==> src/rtl/tb4004_pkg.sv <==
// Shared definitions for the 4004-style RAM port arbiter.
// Holds the microcycle encoding, the arbiter state enum and small helpers.
package tb4004_pkg;

    localparam int unsigned ADDR_W = 12;
    localparam int unsigned DATA_W = 4;
    localparam int unsigned CNT_W  = 8;

    localparam logic [CNT_W-1:0] CNT_MAX = 8'hFF;

    typedef enum logic [2:0] {
        CYC_A1 = 3'd0,
        CYC_A2 = 3'd1,
        CYC_A3 = 3'd2,
        CYC_M1 = 3'd3,
        CYC_M2 = 3'd4,
        CYC_X1 = 3'd5,
        CYC_X2 = 3'd6,
        CYC_X3 = 3'd7
    } cycle_e;

    typedef enum logic [1:0] {
        ST_IDLE    = 2'd0,
        ST_ACCESS  = 2'd1,
        ST_CAPTURE = 2'd2,
        ST_DONE    = 2'd3
    } arb_state_e;

    // The host may only start during the address phases, when the CPU never touches RAM.
    function automatic logic is_addr_phase(input logic [2:0] cyc);
        return (cyc == CYC_A1) || (cyc == CYC_A2) || (cyc == CYC_A3);
    endfunction

    function automatic logic [CNT_W-1:0] sat_inc(input logic [CNT_W-1:0] val);
        return (val == CNT_MAX) ? val : val + 8'd1;
    endfunction

endpackage

==> src/rtl/ram_port_arbiter_if.sv <==
// Host (debug/loader) side of the RAM port arbiter.
// The host drives the request fields; the arbiter returns grant, done and read data.
interface ram_port_arbiter_if;
    import tb4004_pkg::*;

    logic              hostReq;
    logic              hostWe;
    logic [ADDR_W-1:0] hostAddr;
    logic [DATA_W-1:0] hostDin;
    logic              hostGnt;
    logic              hostDone;
    logic [DATA_W-1:0] hostRdata;

    modport master (
        output hostReq,
        output hostWe,
        output hostAddr,
        output hostDin,
        input  hostGnt,
        input  hostDone,
        input  hostRdata
    );

    modport slave (
        input  hostReq,
        input  hostWe,
        input  hostAddr,
        input  hostDin,
        output hostGnt,
        output hostDone,
        output hostRdata
    );

endinterface

==> src/rtl/ram_port_arbiter.sv <==
// Shares one RAM port between the CPU (always wins, zero latency) and a host
// debug/loader port. Host writes are enabled by defining RAM_ARB_HOST_WRITE_EN.
module ram_port_arbiter
    import tb4004_pkg::*;
(
    input  logic              clk,
    input  logic              rstN,
    input  logic [2:0]        cycle,
    input  logic              cpuRe,
    input  logic              cpuWe,
    input  logic [ADDR_W-1:0] cpuAddr,
    input  logic [DATA_W-1:0] cpuDin,
    output logic [DATA_W-1:0] cpuDout,
    ram_port_arbiter_if.slave host,
    output logic              ramRe,
    output logic              ramWe,
    output logic [ADDR_W-1:0] ramAddr,
    output logic [DATA_W-1:0] ramDin,
    input  logic [DATA_W-1:0] ramDout,
    output logic [CNT_W-1:0]  conflictCnt
);

    arb_state_e        state_q;
    arb_state_e        state_d;
    logic [ADDR_W-1:0] addr_q;
    logic [ADDR_W-1:0] addr_d;
    logic              we_q;
    logic              we_d;
    logic [DATA_W-1:0] din_q;
    logic [DATA_W-1:0] din_d;
    logic [DATA_W-1:0] rdata_q;
    logic [DATA_W-1:0] rdata_d;
    logic [CNT_W-1:0]  cnt_q;
    logic [CNT_W-1:0]  cnt_d;
    logic              gnt_q;
    logic              done_q;
    logic              cpu_act_s;
    logic              host_we_s;

    assign cpu_act_s = cpuRe | cpuWe;

`ifdef RAM_ARB_HOST_WRITE_EN
    assign host_we_s = host.hostWe;
`else
    assign host_we_s = 1'b0;
`endif

    // Next-state, latched request fields, capture data and abort counting.
    always_comb begin
        state_d = state_q;
        addr_d  = addr_q;
        we_d    = we_q;
        din_d   = din_q;
        rdata_d = rdata_q;
        cnt_d   = cnt_q;
        case (state_q)
            ST_IDLE: begin
                if (host.hostReq && is_addr_phase(cycle) && !cpu_act_s) begin
                    state_d = ST_ACCESS;
                    addr_d  = host.hostAddr;
                    we_d    = host_we_s;
                    din_d   = host.hostDin;
                end else begin
                    state_d = ST_IDLE;
                end
            end
            ST_ACCESS: begin
                // A CPU strobe here means the host cycle never reached the RAM.
                if (cpu_act_s) begin
                    state_d = ST_IDLE;
                    cnt_d   = sat_inc(cnt_q);
                end else if (we_q) begin
                    state_d = ST_DONE;
                end else begin
                    state_d = ST_CAPTURE;
                end
            end
            ST_CAPTURE: begin
                if (cpu_act_s) begin
                    state_d = ST_IDLE;
                    cnt_d   = sat_inc(cnt_q);
                end else begin
                    state_d = ST_DONE;
                    rdata_d = ramDout;
                end
            end
            ST_DONE: begin
                state_d = ST_IDLE;
            end
            default: begin
                state_d = ST_IDLE;
            end
        endcase
    end

    // Arbiter state, latched host fields and registered host-side outputs.
    always_ff @(posedge clk or negedge rstN) begin
        if (!rstN) begin
            state_q <= ST_IDLE;
            addr_q  <= 12'h000;
            we_q    <= 1'b0;
            din_q   <= 4'h0;
            rdata_q <= 4'h0;
            cnt_q   <= 8'h00;
            gnt_q   <= 1'b0;
            done_q  <= 1'b0;
        end else begin
            state_q <= state_d;
            addr_q  <= addr_d;
            we_q    <= we_d;
            din_q   <= din_d;
            rdata_q <= rdata_d;
            cnt_q   <= cnt_d;
            gnt_q   <= (state_d == ST_ACCESS) || (state_d == ST_CAPTURE);
            done_q  <= (state_d == ST_DONE);
        end
    end

    // RAM port mux: CPU passes straight through, host only drives during ACCESS.
    always_comb begin
        ramRe   = 1'b0;
        ramWe   = 1'b0;
        ramAddr = 12'h000;
        ramDin  = 4'h0;
        if (cpu_act_s) begin
            ramRe   = cpuRe;
            ramWe   = cpuWe;
            ramAddr = cpuAddr;
            ramDin  = cpuDin;
        end else if (state_q == ST_ACCESS) begin
            ramRe   = !we_q;
`ifdef RAM_ARB_HOST_WRITE_EN
            ramWe   = we_q;
`else
            ramWe   = 1'b0;
`endif
            ramAddr = addr_q;
            ramDin  = din_q;
        end else begin
            ramRe   = 1'b0;
            ramWe   = 1'b0;
            ramAddr = 12'h000;
            ramDin  = 4'h0;
        end
    end

    assign cpuDout        = ramDout;
    assign host.hostGnt   = gnt_q;
    assign host.hostDone  = done_q;
    assign host.hostRdata = rdata_q;
    assign conflictCnt    = cnt_q;

endmodule
==> src/flat_wrapper.sv <==
// flat-port wrapper written by rule: the top's interface ports become plain ports
module ram_port_arbiter_flat import tb4004_pkg::*;
  (clk, rstN, cycle, cpuRe, cpuWe, cpuAddr, cpuDin, cpuDout, ramRe, ramWe, ramAddr, ramDin, ramDout, conflictCnt, host_hostReq, host_hostWe, host_hostAddr, host_hostDin, host_hostGnt, host_hostDone, host_hostRdata);
  ram_port_arbiter_if host_i ();
  input  logic clk;
  input  logic rstN;
  input  logic [2:0] cycle;
  input  logic cpuRe;
  input  logic cpuWe;
  input  logic [ADDR_W-1:0] cpuAddr;
  input  logic [DATA_W-1:0] cpuDin;
  output logic [DATA_W-1:0] cpuDout;
  output logic ramRe;
  output logic ramWe;
  output logic [ADDR_W-1:0] ramAddr;
  output logic [DATA_W-1:0] ramDin;
  input  logic [DATA_W-1:0] ramDout;
  output logic [CNT_W-1:0] conflictCnt;
  input wire logic [$bits(host_i.hostReq)-1:0] host_hostReq;
  input wire logic [$bits(host_i.hostWe)-1:0] host_hostWe;
  input wire logic [$bits(host_i.hostAddr)-1:0] host_hostAddr;
  input wire logic [$bits(host_i.hostDin)-1:0] host_hostDin;
  output wire logic [$bits(host_i.hostGnt)-1:0] host_hostGnt;
  output wire logic [$bits(host_i.hostDone)-1:0] host_hostDone;
  output wire logic [$bits(host_i.hostRdata)-1:0] host_hostRdata;
  assign host_i.hostReq = host_hostReq;
  assign host_i.hostWe = host_hostWe;
  assign host_i.hostAddr = host_hostAddr;
  assign host_i.hostDin = host_hostDin;
  assign host_hostGnt = host_i.hostGnt;
  assign host_hostDone = host_i.hostDone;
  assign host_hostRdata = host_i.hostRdata;
  ram_port_arbiter u_core (.clk(clk), .rstN(rstN), .cycle(cycle), .cpuRe(cpuRe), .cpuWe(cpuWe), .cpuAddr(cpuAddr), .cpuDin(cpuDin), .cpuDout(cpuDout), .host(host_i), .ramRe(ramRe), .ramWe(ramWe), .ramAddr(ramAddr), .ramDin(ramDin), .ramDout(ramDout), .conflictCnt(conflictCnt));
endmodule
==> config.mk <==
export PLATFORM = sky130hd
export DESIGN_NAME = ram_port_arbiter_flat
export DESIGN_NICKNAME = d
export VERILOG_FILES = /design/src/rtl/tb4004_pkg.sv /design/src/rtl/ram_port_arbiter_if.sv /design/src/rtl/ram_port_arbiter.sv /design/src/flat_wrapper.sv
export SDC_FILE = /design/constraint.sdc
export NUM_CORES = 1
export LEC_CHECK = 0
export ABC_AREA = 1
export CAP_MARGIN = 20
export CORE_MARGIN = 2
export CORE_UTILIZATION = 39
export CTS_BUF_LIST = sky130_fd_sc_hd__clkbuf_2
export DETAILED_ROUTE_END_ITERATION = 10
export PLACE_DENSITY = 0.83
export SLEW_MARGIN = 15
export SYNTH_ARGS = -nofsm -noshare
export SYNTH_HDL_FRONTEND = slang
export SYNTH_SLANG_ARGS = --single-unit
==> constraint.sdc <==
create_clock -name clk -period 1.7 [get_ports clk]
set_clock_uncertainty 0.15 [all_clocks]
set_input_delay 0.34 -clock clk [delete_from_list [all_inputs] [get_ports clk]]
set_output_delay 0.34 -clock clk [all_outputs]
set_load 0.03 [all_outputs]
# After elaboration in Yosys (flattened, before gate mapping)
# Index checks and enable logic that the tools add are counted.
dict set report totals {
  reg_bits 32
  latch_bits 0
  ramBits 0
  mem_bits_ro 0
  inputBits 45
  out_inout_bits 36
  word_cells 43
  mem_count 0
}
dict set report classes {
  addsub 1
  mul 0
  n_div 0
  magnitude_cmp 0
  eq_ne 9
  shifts 0
  n_mux 11
  bitwise_logic 3
  n_reduce_logical 12
}
# cell n
set op_table {}
lappend op_table {{$mux 12} 2}
lappend op_table {{$add 8x1->8 const B} 1}
lappend op_table {{$eq 2x2->1 const B} 4}
lappend op_table {{$eq 8x8->1 const B} 1}
lappend op_table {{$mux 4} 2}
lappend op_table {{$pmux 2 s4} 1}
lappend op_table {{$eq 2x1->1 const B} 2}
lappend op_table {{$mux 1} 4}
lappend op_table {{$mux 2} 2}
lappend op_table {{$reduce_and 2->1} 2}
lappend op_table {{$eq 3x1->1 const B} 1}
lappend op_table {{$eq 3x2->1 const B} 1}
lappend op_table {{$logic_not 3->1} 1}
lappend op_table {{$logic_or 1x1->1} 3}
lappend op_table {{$reduce_and 3->1} 1}
lappend op_table {{$logic_and 1x1->1} 2}
lappend op_table {{$logic_not 2->1} 1}
lappend op_table {{$not 1->1} 2}
lappend op_table {{$reduce_or 2->1} 1}
lappend op_table {{$logic_not 1->1} 1}
lappend op_table {{$or 1x1->1} 1}

# Depth between registers and ports, before layout
# Gate-level depths: netlist of the first run.
dict set report depth {
  depth_word 9
  ltp_mapped 8
  mapped_depth_nobuf 8
}

# Worst setup path before layout of the first run
# No wires, ideal clock.
dict set report synth_path {
  kind {reg-to-output}
  startpoint {register u_core.state_q[1]}
  endpoint {output port ramAddr[10]}
  arrival_time_ns 1.291
  setup_slack_ns -0.081
  path_stages_with_launch 7
  path_cell_list {dfrtp_1 inv_1 ha_1 clkbuf_1 buf_2 nand3_1 nand2_1}
}
dict set report synth_between {
  elab_chain_len 3
}
# element line
set synth_rtl {}
lappend synth_rtl {{start, declared} ram_port_arbiter.sv:23} ;# arb_state_e state_q;
lappend synth_rtl {{start signal, assigned} ram_port_arbiter.sv:108} ;# state_q <= state_d;
lappend synth_rtl {{$eq 2x1->1} ram_port_arbiter.sv:130} ;# end else if (state_q == ST_ACCESS) begin
lappend synth_rtl {{$mux 12} ram_port_arbiter.sv:130}
lappend synth_rtl {{$mux 12} ram_port_arbiter.sv:125} ;# if (cpu_act_s) begin
lappend synth_rtl {{end, declared} flat_wrapper.sv:15} ;# output logic [ADDR_W-1:0] ramAddr;
# No other way between the ends.

# Worst setup path after layout of the first run
dict set report layout_path {
  startpoint {register u_core.state_q[1]}
  endpoint {output port ramDin[3]}
}
dict set report layout_between {
  elab_chain_len 3
}
# element line
set layout_rtl {}
lappend layout_rtl {{$eq 2x1->1} ram_port_arbiter.sv:130}
lappend layout_rtl {{$mux 4} ram_port_arbiter.sv:130}
lappend layout_rtl {{$mux 4} ram_port_arbiter.sv:125}
lappend layout_rtl {{end, declared} flat_wrapper.sv:16} ;# output logic [DATA_W-1:0] ramDin;
# No other way between the ends.

==> impl_metrics.yaml, run 1 <==
detailed_routing:
  drc: 0
  vias: 1792
  routed_wl_um: 4770
  drt_iter0_drc: 105
  drtPass1Iterations: 4
  wl_per_cell_um: 12.6
  drt.antenna.violating_nets: 0
  viasPerCell: 4.74
yosys:
  synth_seq_area_share: 0.444
  syn-num-nets: 278
  synth-seq-cells: 32
  synth_cell_types: 23
  syn_avg_cell_area_um2: 7.91
  syn_area_um2: 1800
  ys_warn_count: 0
  synth_top_area_share: 0.444
  yosys.area.top_type: "dfrtp_1"
  synthCells: 228
  synth_area_leaders: "dfrtp_1, nand2_1, o21ai_2, nand3_1, inv_1"
sta:
  setup_tns_ps: -3900
  fmaxAchievable_mhz: 514
  finalMaxSlewViolations: 0
  rsz0062_at_grt: "true"
  hold_viol_final: 0
  tightest_slew_ps: 417
  period_share: 1.15
  max-slew-margin-rel: 0.722
  fin_crit_ps: 1950
  setup_slack_ps: -247
  setup_viol: 17
place:
  dp_hpwl_um: 3340
  io_buffers: 79
  placed_area_um2: 2680
  globalplace.congestion: 0.764
final_layout:
  design_area_um2: 2900
  nNetsFinal: 375
  n_fill_cell: 375
  multiInputGateArea_um2: 888
  seq_area_um2: 801
  antenna_cells: 0
  drive_gt1_frac: 0.301
  layout-area-overhead-vs-synth_pct: 61.0
clocking:
  clk_latency_ps: 360
  cts_root_buf: "clkbuf_2"
  cts_buffers: 5
  clkTransAtPathRegs_ps: 160
  clock_path_buffers: 2
  htreeDepth: 2
  cts_tree: "built"
  cts_sinks: 32
power_and_ir_drop:
  leakage_nw: 1.50
  pwr-share-comb: 0.338
  p_switching_w: 0.000674
  pwr-share-clk: 0.186
  powerDensity_nw_per_um2: 679
  seqPwrFrac: 0.476
  irDropWorstVdd_v: 0.000418
  intPower_w: 0.00130
  swShare: 0.342
floorplanning:
  dieArea_um2: 5180
  initial_core_util: 0.408
  boundaryPins: 81
  core_area_um2: 4410
  num_rows: 24
  fp.dieW_um: 72.0
  die_y_um: 72.0
run_status:
  status: "complete, but fails checks"
  violations: "negative setup slack"
critical_path:
  cp_max_fo: 16
  worstPathArrival_ps: 1460
  critPathKind: "flop to output port"
  worst-endpoint-required_ps: 1210
  start_kind: "flop"
  endpoint_kind: "output port"
global_routing:
  grt_usage: 0.191
  grt_pass1_wl_um: 7810
  antenna_found_initial: 0
  first_global_vias: 1739
  grt_max_degree: 33
  grt_remaining_overflow: 0
job:
  maxCapViolCount: 0
hold_path:
  hp-class: "input pin to async pin"
-- critical path: stages, from the launching register on --
cell and delay (ps):
dfrtp_1 420, inv_2 80, ha_4 140, buf_12 140, nand3_1 110, nand2_2 80, buf_6 120
-- synth_stat cells --
cell and number:
nand2_1 93, dfrtp_1 32, inv_1 23, nand3_1 23
o21ai_2 16, ha_1 5, nor2_1 5, buf_2 4
buf_4 4, buf_6 3, xnor2_1 3, a21oi_1 2
clkbuf_1 2, nand3b_1 2, nand4_1 2, o21ai_0 2
a21boi_0 1, inv_2 1, nand3_2 1, nand4_4 1
nor2_2 1, nor2_4 1, nor3_1 1
-- state kept, by name, summed over array words and instances (netlist names) --
| name | cells |
|---|---|
| u_core.state_q | 2 |
| u_core.host.hostRdata | 4 |
| u_core.din_q | 4 |
| u_core.host.hostDone | 1 |
| u_core.conflictCnt | 8 |
| u_core.host.hostGnt | 1 |
| u_core.addr_q | 12 |
-- logic make-up (layout without fill, tap and decap cells) --
group | Yosys count | after routing | share of synthesized area
flip-flops | 32 | 32 | 0.444
XOR/XNOR | 3 | 3 | 0.0146
AND/OR/NAND/NOR | 130 | 130 | 0.313
AO/OA/AOI/OAI | 21 | 21 | 0.0930
buffers and inverters | 37 | 135 | 0.101
adder cells (fa/ha/maj) | 5 | 5 | 0.0347
-- power groups by stage --
stage / logic (W) / clock network, W / registers, W
floorplan: 0.000299 / 0 / 0.000995
global placement: 0.000619 / 0 / 0.000941
detailed placement: 0.000636 / 0 / 0.000946
CTS: 0.000671 / 0.000380 / 0.000932
global route: 0.000729 / 0.000420 / 0.000949
finish: 0.000667 / 0.000366 / 0.000938
-- timing repair --
action                                 in CTS  in global routing
setup endpoints to repair                  31                 27
buffers inserted                            6                  0
pin swaps                                   2                  0
cloned                                      1                  0
endpoints found under the hold margin      32                  0
hold buffers                                1                  0
resized for setup                          48                 15
-- layer usage --
layer  track usage  wire length, um  vias to the layer above
met2         0.342             2470                       54
met4        0.0566               55                        0
met3        0.0431              276                        7
met1         0.230             1960                      823
li1              -                -                      908
met5             0                0                        -
-- placed cells by master (no fill, tap or decap), types with 2 or more instances in the layout --
| cell type | n |
|---|---|
| nor2_1 | 5 |
| nand3_2 | 3 |
| dfrtp_1 | 32 |
| dlygate4sd2_1 | 8 |
| xnor2_1 | 3 |
| clkdlybuf4s15_2 | 2 |
| clkdlybuf4s15_1 | 3 |
| buf_12 | 2 |
| buf_6 | 19 |
| ha_1 | 4 |
| inv_1 | 22 |
| nand2_1 | 80 |
| clkbuf_2 | 10 |
| nand3_1 | 21 |
| nand2_2 | 12 |
| nand4_1 | 2 |
| clkdlybuf4s50_1 | 40 |
| nand3b_1 | 2 |
| buf_4 | 23 |
| o21ai_2 | 17 |
-- per-stage QoR --
step / setup slack (ps) / power [W] / utilization / hold WS [ps] / cells
2_1_floorplan: 63.9 / 0.00129 / - / -106 / 228
3_3_place_gp: -328 / 0.00156 / 0.607 / 231 / 362
3_5_place_dp: -360 / 0.00158 / 0.607 / 239 / 362
4_1_cts: -260 / 0.00198 / 0.654 / 336 / 378
5_1_grt: -354 / 0.00210 / 0.658 / 316 / 378
6_report: -247 / 0.00197 / 0.658 / 338 / 378
-- area by class of cell --
cell class | count | area share
clock inverters | 1 | 0.00129
inverters | 24 | 0.0336
clock buffers | 7 | 0.0121
flip-flops and latches | 32 | 0.276
multi-input cells | 159 | 0.306
well taps | 52 | 0.0224
repair buffers | 103 | 0.349
-- path summary, 6_finish.rpt --
| kind | start | endpoint | slack (ps) | cells past startpoint |
|---|---|---|---|---|
| max | u_core.state_q[1] | ramDin[3] | -250 | 6 |
| min | rstN | u_core.conflictCnt[1] | 340 | 3 |
| max reg2reg | u_core.state_q[0] | u_core.addr_q[7] | 110 | 6 |
| min reg2reg | u_core.host.hostRdata[2] | u_core.host.hostRdata[2] | 340 | 2 |
| max in group asynchronous | rstN | u_core.addr_q[1] | 740 | 3 |
| min in group clk | u_core.host.hostRdata[2] | u_core.host.hostRdata[2] | 340 | 2 |
Power figures use the tool's default switching activity.
==> inputs of run 2 (changes only) <==
--- a/config.mk
+++ b/config.mk
@@ -9,7 +9,7 @@
 export CAP_MARGIN = 20
 export CORE_MARGIN = 2
 export CORE_UTILIZATION = 39
-export CTS_BUF_LIST = sky130_fd_sc_hd__clkbuf_2
+export CTS_BUF_LIST = sky130_fd_sc_hd__clkbuf_4 sky130_fd_sc_hd__clkbuf_8
 export DETAILED_ROUTE_END_ITERATION = 10
 export PLACE_DENSITY = 0.83
 export SLEW_MARGIN = 15
==> run 2 against run 1 <==
Net effect: the run still ends with negative setup slack left; setup slack gained 46 ps; die area is the same; maximum frequency grew 2.4%; via count grew 3.6%; wire length grew 9.4%; register-to-register slack lost 20 ps; clock power grew 77%; first-iteration DRC count shrank 16%; flip-flop and latch count is the same; cell area grew 7.6%; sequential share of layout area shrank 1.9 points; global-route usage grew 1.5 points.
==> impl_metrics.yaml, run 2 (synthesis results as in run 1) <==
final_layout:
  n_fill_cell: 339
  final_common_cell: "nand2_1"
  nNetsFinal: 376
  antenna_cells: 0
  utilization: 0.707
  largest_register_ffs: 12
  regMostFlops: "u_core.addr_q"
  final_cell_mix: "nand2_1, clkdlybuf4s50_1, dfrtp_1"
  drive_gt1_frac: 0.349
  layout-area-overhead-vs-synth_pct: 73.2
power_and_ir_drop:
  pwr-share-comb: 0.299
  pwr-share-clk: 0.282
  swShare: 0.323
  leakage_nw: 1.56
  powerDensity_nw_per_um2: 736
  irDropWorstVdd_v: 0.000443
  seqPwrFrac: 0.419
  intPower_w: 0.00156
  p_switching_w: 0.000744
  power_w: 0.00230
clocking:
  cts_tree: "built"
  cts_sinks: 32
  clk_latency_ps: 280
  cts_root_buf: "clkbuf_8"
  clkTransAtPathRegs_ps: 70
  cts_buffers: 5
  clock_path_buffers: 2
  htreeDepth: 2
sta:
  setup_slack_ps: -201
  rsz0062_at_grt: "true"
  max-slew-margin-rel: 0.720
  finalMaxSlewViolations: 0
  hold_slack_ps: 319
  setup_viol: 17
  tightest_slew_ps: 420
  fmaxAchievable_mhz: 526
  hold_viol_final: 0
  period_share: 1.12
  fin_crit_ps: 1900
floorplanning:
  initial_core_util: 0.408
  dieArea_um2: 5180
  boundaryPins: 81
  die_y_um: 72.0
  fp.dieW_um: 72.0
  num_rows: 24
  core_area_um2: 4410
global_routing:
  grt_usage: 0.206
  antenna_found_initial: 0
  grt_max_degree: 33
  grt_remaining_overflow: 0
  grt_pass1_wl_um: 8340
  first_global_vias: 1833
hold_path:
  hold_depth: 2
  hp-class: "flop to flop"
critical_path:
  critPathKind: "flop to output port"
  ff2ff_path_depth: 7
  endpoint_kind: "output port"
  worst-endpoint-required_ps: 1210
  cp_max_fo: 8
  start_kind: "flop"
  worstPathArrival_ps: 1410
  max_stage_delay_ps: 410
  cp_cell_sequence: "inv_2 > ha_4 > buf_12 > nand3_2 > nand2_2 > buf_6"
  critical-path-slowest-cell: "dfrtp_1"
place:
  globalplace.congestion: 0.764
  place_ws_ps: -360
  dp_hpwl_um: 3340
  io_buffers: 79
detailed_routing:
  drt_iter0_drc: 88
  vias: 1857
  drc: 0
  routed_wl_um: 5210
  drt.antenna.violating_nets: 0
  viasPerCell: 4.90
  drtPass1Iterations: 5
  wl_per_cell_um: 13.8
run_status:
  violations: "negative setup slack"
  status: "complete, but fails checks"
job:
  maxCapViolCount: 0
==> run 2: cell types whose count changed in the layout (fill, tap and decap cells not counted), sizes merged <==
cell	previous run	this run
clkbuf	10	8
clkinv	1	0
buf	45	46
dlygate4sd2	8	16
clkdlybuf4s15	5	0
==> run 2: power groups by stage <==
stage | clock network (W) | logic (W) | registers, W
6_report | 0.000648 | 0.000687 | 0.000964
3_5_place_dp | 0 | 0.000636 | 0.000946
5_1_grt | 0.000698 | 0.000750 | 0.000976
4_1_cts | 0.000653 | 0.000677 | 0.000949
2_1_floorplan | 0 | 0.000299 | 0.000995
3_3_place_gp | 0 | 0.000619 | 0.000941
==> run 2: worst max-delay path, delay by kind of cell, from the launching register on <==
family        cells  cell delay (ps)
fa+ha+maj         1              180
flops             1              410
buf+inv           3              360
simple gates      2              170
==> run 2: routing by layer <==
metal  vias up  part of all wire  global-route usage
li1        910                 -                   -
met1       863              0.38               0.250
met2        78              0.54               0.363
met3         6             0.068              0.0472
met4         0             0.011              0.0608
met5         -                 0                   0
==> run 2: layout make-up <==
cell class	instances	area, um^2	share of cell area
clock buffer	8	97.6	0.0312
inverter	24	97.6	0.0312
multi-input combinational	159	1020	0.325
sequential	32	801	0.256
tap	52	65.1	0.0208
timing repair buffer	104	1050	0.335
==> run 2: metrics by stage <==
step	cell area, um^2	std cells	setup TNS, ps
2_1_floorplan	1830	228	0
3_3_place_gp	2680	362	-11910
4_1_cts	3030	378	-2430
5_1_grt	3120	379	-3930
6_report	3120	379	-2900
3_5_place_dp	2680	362	-12830
==> run 2: timing repair <==
action / 4_1_cts / 5_1_grt
hold buffers: 1 / 0
pin swaps: 19 / 14
resized for setup: 57 / 20
buffers inserted: 5 / 1
cloned: 2 / 0
endpoints found under the hold margin: 32 / 0
setup endpoints to repair: 42 / 29
==> run 2: final timing paths <==
kind	from	slack, ps	end
setup reg to reg	u_core.state_q[1]	90	u_core.addr_q[5]
hold reg to reg	u_core.host.hostRdata[3]	320	u_core.host.hostRdata[3]
min in group asynchronous	rstN	450	u_core.conflictCnt[1]
setup / recovery	u_core.state_q[1]	-200	ramAddr[0]
max in group asynchronous	rstN	640	u_core.addr_q[11]
hold / removal	u_core.host.hostRdata[3]	320	u_core.host.hostRdata[3]
